==> config.mk <==
export PLATFORM = sky130hd
export DESIGN_NAME = dec_queue
export DESIGN_NICKNAME = d
export VERILOG_FILES = /design/src/rtl/dec_queue.sv
export SDC_FILE = /design/constraint.sdc
export NUM_CORES = 1
export LEC_CHECK = 0
export CAP_MARGIN = 40
export CELL_PAD_IN_SITES_DETAIL_PLACEMENT = 1
export CELL_PAD_IN_SITES_GLOBAL_PLACEMENT = 1
export CORE_ASPECT_RATIO = 1.75
export CORE_UTILIZATION = 31
export CTS_CLUSTER_SIZE = 16
export DETAILED_ROUTE_END_ITERATION = 10
export PLACE_DENSITY_LB_ADDON = 0.1
export SLEW_MARGIN = 5
export SYNTH_ARGS = -nofsm -noshare
export SYNTH_HDL_FRONTEND = slang
export SYNTH_SLANG_ARGS = --single-unit
export TNS_END_PERCENT = 100
==> constraint.sdc <==
create_clock -name CLK -period 2.2 [get_ports CLK]
set_input_delay 0.33 -clock CLK [delete_from_list [all_inputs] [get_ports CLK]]
set_output_delay 0.33 -clock CLK [all_outputs]
set_load 0.02 [all_outputs]
==> src/rtl/dec_queue.sv <==
// Decoupled RV32I decode stage: instructions are decoded on accept and buffered in a
// DEPTH-entry queue. Defining DEC_ILLEGAL_CHK_EN adds per-entry illegal-instruction tagging.
module dec_queue #(
    parameter int unsigned DEPTH = 4,
    parameter int unsigned XLEN  = 32
) (
    input  logic                       CLK,
    input  logic                       RSTN,
    input  logic                       flush,
    input  logic                       in_vld,
    output logic                       in_rdy,
    input  logic [31:0]                in_inst,
    input  logic [XLEN-1:0]            in_pc,
    output logic                       out_vld,
    input  logic                       out_rdy,
    output logic [XLEN-1:0]            out_pc,
    output logic [6:0]                 out_opcode,
    output logic [4:0]                 out_rd,
    output logic [4:0]                 out_rs1,
    output logic [4:0]                 out_rs2,
    output logic [2:0]                 out_funct3,
    output logic [6:0]                 out_funct7,
    output logic [31:0]                out_imm,
    output logic                       out_rs1_ren,
    output logic                       out_rs2_ren,
    output logic                       out_rd_wen,
`ifdef DEC_ILLEGAL_CHK_EN
    output logic                       out_illegal,
`endif
    output logic [$clog2(DEPTH+1)-1:0] count
);

    localparam int unsigned PtrW = $clog2(DEPTH);
    localparam int unsigned CntW = $clog2(DEPTH + 1);

    localparam logic [6:0] OpcOp      = 7'b0110011;
    localparam logic [6:0] OpcOpImm   = 7'b0010011;
    localparam logic [6:0] OpcJalr    = 7'b1100111;
    localparam logic [6:0] OpcLoad    = 7'b0000011;
    localparam logic [6:0] OpcSystem  = 7'b1110011;
    localparam logic [6:0] OpcStore   = 7'b0100011;
    localparam logic [6:0] OpcBranch  = 7'b1100011;
    localparam logic [6:0] OpcLui     = 7'b0110111;
    localparam logic [6:0] OpcAuipc   = 7'b0010111;
    localparam logic [6:0] OpcJal     = 7'b1101111;
    localparam logic [6:0] OpcMiscMem = 7'b0001111;

    typedef struct packed {
        logic [31:0]     inst;
        logic [XLEN-1:0] pc;
        logic [31:0]     imm;
        logic            rs1_ren;
        logic            rs2_ren;
        logic            rd_wen;
`ifdef DEC_ILLEGAL_CHK_EN
        logic            illegal;
`endif
    } entry_t;

    entry_t            mem_q [DEPTH];
    entry_t            dec_entry;
    entry_t            head;
    logic [PtrW-1:0]   wr_ptr_q, wr_ptr_d;
    logic [PtrW-1:0]   rd_ptr_q, rd_ptr_d;
    logic [CntW-1:0]   count_q, count_d;
    logic [6:0]        dec_opc;
    logic              push;
    logic              pop;

    assign dec_opc = in_inst[6:0];

`ifdef DEC_ILLEGAL_CHK_EN
    logic dec_known;
    logic dec_illegal;

    always_comb begin
        dec_known = 1'b0;
        case (dec_opc)
            OpcOp, OpcOpImm, OpcJalr, OpcLoad, OpcSystem, OpcStore,
            OpcBranch, OpcLui, OpcAuipc, OpcJal, OpcMiscMem: dec_known = 1'b1;
            default: dec_known = 1'b0;
        endcase
    end

    // Only base-ISA funct7 values are legal for register-register ops.
    assign dec_illegal = ~dec_known | (in_inst[1:0] != 2'b11) |
                         ((dec_opc == OpcOp) & (in_inst[31:25] != 7'h00) &
                          (in_inst[31:25] != 7'h20));
`endif

    always_comb begin
        dec_entry      = '0;
        dec_entry.inst = in_inst;
        dec_entry.pc   = in_pc;
        case (dec_opc)
            OpcOp: begin
                dec_entry.rs1_ren = 1'b1;
                dec_entry.rs2_ren = 1'b1;
                dec_entry.rd_wen  = 1'b1;
            end
            OpcOpImm, OpcJalr, OpcLoad, OpcSystem: begin
                dec_entry.imm     = {{20{in_inst[31]}}, in_inst[31:20]};
                dec_entry.rs1_ren = 1'b1;
                dec_entry.rd_wen  = 1'b1;
            end
            OpcStore: begin
                dec_entry.imm     = {{20{in_inst[31]}}, in_inst[31:25], in_inst[11:7]};
                dec_entry.rs1_ren = 1'b1;
                dec_entry.rs2_ren = 1'b1;
            end
            OpcBranch: begin
                dec_entry.imm     = {{19{in_inst[31]}}, in_inst[31], in_inst[7],
                                     in_inst[30:25], in_inst[11:8], 1'b0};
                dec_entry.rs1_ren = 1'b1;
                dec_entry.rs2_ren = 1'b1;
            end
            OpcLui, OpcAuipc: begin
                dec_entry.imm    = {in_inst[31:12], 12'b0};
                dec_entry.rd_wen = 1'b1;
            end
            OpcJal: begin
                dec_entry.imm    = {{11{in_inst[31]}}, in_inst[31], in_inst[19:12],
                                    in_inst[20], in_inst[30:21], 1'b0};
                dec_entry.rd_wen = 1'b1;
            end
            default: ;
        endcase

        // x0 is hardwired, so a write to it is never a real write.
        if (in_inst[11:7] == 5'd0) begin
            dec_entry.rd_wen = 1'b0;
        end

`ifdef DEC_ILLEGAL_CHK_EN
        dec_entry.illegal = dec_illegal;
        if (dec_illegal) begin
            dec_entry.rs1_ren = 1'b0;
            dec_entry.rs2_ren = 1'b0;
            dec_entry.rd_wen  = 1'b0;
        end
`endif
    end

    assign in_rdy  = (count_q != CntW'(DEPTH)) & ~flush;
    assign out_vld = (count_q != '0);
    assign push    = in_vld & in_rdy;
    assign pop     = out_vld & out_rdy & ~flush;

    always_comb begin
        wr_ptr_d = wr_ptr_q;
        rd_ptr_d = rd_ptr_q;
        count_d  = count_q;
        if (flush) begin
            wr_ptr_d = '0;
            rd_ptr_d = '0;
            count_d  = '0;
        end else begin
            if (push) begin
                wr_ptr_d = wr_ptr_q + PtrW'(1);
            end
            if (pop) begin
                rd_ptr_d = rd_ptr_q + PtrW'(1);
            end
            case ({push, pop})
                2'b10:   count_d = count_q + CntW'(1);
                2'b01:   count_d = count_q - CntW'(1);
                default: count_d = count_q;
            endcase
        end
    end

    always_ff @(posedge CLK or negedge RSTN) begin
        if (!RSTN) begin
            wr_ptr_q <= '0;
            rd_ptr_q <= '0;
            count_q  <= '0;
        end else begin
            wr_ptr_q <= wr_ptr_d;
            rd_ptr_q <= rd_ptr_d;
            count_q  <= count_d;
        end
    end

    always_ff @(posedge CLK or negedge RSTN) begin
        if (!RSTN) begin
            for (int i = 0; i < int'(DEPTH); i++) begin
                mem_q[i] <= '0;
            end
        end else if (push) begin
            mem_q[wr_ptr_q] <= dec_entry;
        end
    end

    assign head        = mem_q[rd_ptr_q];
    assign out_pc      = head.pc;
    assign out_opcode  = head.inst[6:0];
    assign out_rd      = head.inst[11:7];
    assign out_funct3  = head.inst[14:12];
    assign out_rs1     = head.inst[19:15];
    assign out_rs2     = head.inst[24:20];
    assign out_funct7  = head.inst[31:25];
    assign out_imm     = head.imm;
    assign out_rs1_ren = head.rs1_ren;
    assign out_rs2_ren = head.rs2_ren;
    assign out_rd_wen  = head.rd_wen;
`ifdef DEC_ILLEGAL_CHK_EN
    assign out_illegal = head.illegal;
`endif
    assign count       = count_q;

endmodule

==> metrics.txt <==
drt wl/cell 21.7 µm; RSZ-0062 raised after global routing yes; ANT nets after route 0; Compound-Gate Fraction of Synth Area 6.41%; Final WS setup -0.293 ns; FMAX 401 MHz; Setup violations, final 99; die height 323 µm; worst skew pair latency 0.56 ns; crit path launch rd_ptr_q[0]; Hold Vio Cnt, Final 0; H-tree lvl count 2; count of input and output buffers 172; async set-reset flop share out of synthesis 100%; hpwl dp 41,200 µm; NumNets Final 2,096; Finished Layout Cells 2,825; drt first pass iters 5; failing checks negative setup slack; Synth Area in Simple Gates 20.4%; CTS tree done; total die area 0.0600 mm²; Synthesized Nets 1,837; mux cell area share after synthesis 13.3%; core area 0.0583 mm²; GP Congestion 0.759; WP data required 1.87 ns; initial core utilization 31.4%; hold slack 0.301 ns; mean post-synth cell area 10.4 µm²; synthesized instance count 1,763; endpoint class of the critical path output port; first-pass GRT wire length 95,800 µm; P_leak 11.3 nW; crit path to out_rs2_ren; Seq cells post-synth 403; crit start category register; Clock power frac 29.3%; HP Class in2async; Detailed Route Iter0 Violations 702; Crit Path Class reg2out; Critical Path AT 2.16 ns; post-synthesis xor/xnor area fraction 0.192%; reg2reg setup slack 0.13 ns; FF-to-FF Start count[1]; Post-Syn Area 0.0183 mm²; Slew HR 53.5%; Clock Skew 0.0222 ns; commonest non-fill, non-tap cell in the layout nand2_1; max-slew violation count 0; Worst VDD drop 0.000646 V; area post-placement 0.0219 mm²; Ys Warns 0; io pins 173; clk slew on worst S/H paths 0.06 ns; FF-to-FF End mem_q[214]; vias per cell 4.93; P_sw 7.50 mW; dpl cells 2,728; Internal 16.9 mW; initial antenna violation count 1; n_diodes 0; Area Growth Syn to Fin 28.8%; row count 117; run status finished, violations left; final wirelength 61,400 µm; largest family of logic cells by synthesized area simple AND/OR/NAND/NOR gates; Tmin final 2.49 ns; synth unique cells 52; Root Buffer clkbuf_16; CTS sink count 403; Vias 13,900; Max FO, Critical Path 6; commonest cells after routing, fill and taps aside 804 x nand2_1, 401 x dfrtp_1, 124 x buf_4; finished layout cell area 0.0235 mm²; sw frac 30.7%; grt ovf 0; adder-cell area share of the yosys netlist 0.383%; Seq/Total Area, Yosys 55.2%; Die W 186 µm; number of synthesized flops with an enable pin 0; sequential share of power 42.9%; Final Cycle Share 113%; Comb power frac 27.8%; share of cells above drive strength 1 23.1%; number of global-route vias before repair 15,700; CTS buffer count 42; Clock Path Buffers 3; Cell Pwr Density 1040 mW/mm²; GRT Util Overall 21.2%; ys flop type dfrtp_1; R2R depth 7; worst slew pin tran 0.694 ns; setup tns final -18.44 ns; largest net degree at the start of global routing 81; max_cap viols 0; DRC Markers 0
-- power by group through the flow --
stage	clock, mW	combinational, mW	sequential, mW
final	7.16	6.78	10.5
after floorplan	0	4.01	10.2
after global routing	7.63	7.48	10.7
after CTS	7.41	6.54	10.5
after detailed placement	0	6.62	10.6
after global placement	0	6.45	10.5
-- state kept, by name (all words and copies together) (netlist names) --
signal    flops
count         3
mem_q       396
rd_ptr_q      2
wr_ptr_q      2
-- cell usage after synthesis, types with 2 or more instances --
cell type | count | share of area (%)
ha_1 | 4 | 0.27
nor2_2 | 4 | 0.14
and2_1 | 4 | 0.14
nor3_1 | 6 | 0.16
nor2_1 | 61 | 1.3
or3_1 | 2 | 0.068
buf_2 | 51 | 1.4
xor2_1 | 2 | 0.096
buf_4 | 5 | 0.21
mux2i_1 | 10 | 0.55
inv_1 | 3 | 0.062
clkbuf_1 | 46 | 0.94
buf_1 | 12 | 0.25
a22o_1 | 25 | 1.2
nor3_2 | 6 | 0.33
nand4b_1 | 2 | 0.096
mux2_2 | 9 | 0.55
nand2_1 | 804 | 17
nand2b_1 | 4 | 0.14
and4b_1 | 2 | 0.11
nand3_2 | 2 | 0.11
mux4_2 | 99 | 12
buf_6 | 21 | 1.3
a31oi_1 | 5 | 0.17
a21oi_1 | 56 | 1.5
and3_1 | 11 | 0.38
nand3_4 | 2 | 0.19
nor2b_1 | 5 | 0.17
or3b_1 | 2 | 0.096
o31ai_1 | 8 | 0.33
xnor2_1 | 2 | 0.096
o21ai_0 | 19 | 0.52
dfrtp_1 | 403 | 55
a221o_1 | 39 | 2.1
nand3_1 | 9 | 0.25
a32oi_1 | 2 | 0.096
-- layout make-up --
cell class	instances	area, µm²
Multi-Input combinational cell	1222	7480
Fill cell	6500	34700
Inverter	3	11.3
Clock inverter	10	77.6
Sequential cell	403	10100
Tap cell	773	967
Timing Repair Buffer	350	3630
Clock buffer	64	1280
-- worst max-delay path, stage by stage (launching register included) --
cell and delay, ns:
dfrtp_4 0.53, buf_4 0.16, buf_8 0.13, buf_4 0.13, mux4_2 0.50, buf_6 0.17
-- logic make-up after synthesis --
| logic type | count (synthesis) |
|---|---|
| buffers and inverters | 138 |
| adder cells (fa/ha/maj) | 5 |
| multiplexers | 118 |
| AND/OR/NAND/NOR | 932 |
| XOR/XNOR | 4 |
| AO/OA/AOI/OAI | 163 |
| flip-flops | 403 |
-- metal layers --
metal / vias up / global-route usage (%) / wire length [µm]
li1: 6410 / - / -
met1: 7202 / 26.2 / 25900
met2: 242 / 39.4 / 32600
met3: 59 / 2.34 / 1920
met4: 2 / 4.50 / 968
met5: - / 0 / 10
-- stage by stage --
step / util (%) / total power [mW] / setup slack [ns]
floorplan: - / 14.2 / 0.0764
global placement: 37.5 / 16.9 / -0.271
detailed placement: 37.5 / 17.2 / -0.302
CTS: 39.8 / 24.4 / -0.357
global route: 40.4 / 25.8 / -0.337
finish: 40.4 / 24.4 / -0.293
-- worst min path at each step --
stage	to	slack, ns	depth (start not counted)
after floorplan	count[0]	0.03	0
after global placement	mem_q[255]	0.29	1
after detailed placement	mem_q[255]	0.28	1
after CTS	mem_q[255]	0.30	2
after global routing	mem_q[255]	0.31	2
final	mem_q[255]	0.30	2
-- timing repair --
item                                    4_1_cts  5_1_grt
hold buffers                                  1        0
endpoints found under the setup margin      101      102
cloned                                        2        2
buffers inserted                             15        6
resized for setup                           463      107
hold endpoints to repair                     30        0
No activity file was read; power rests on OpenSTA's default activity.
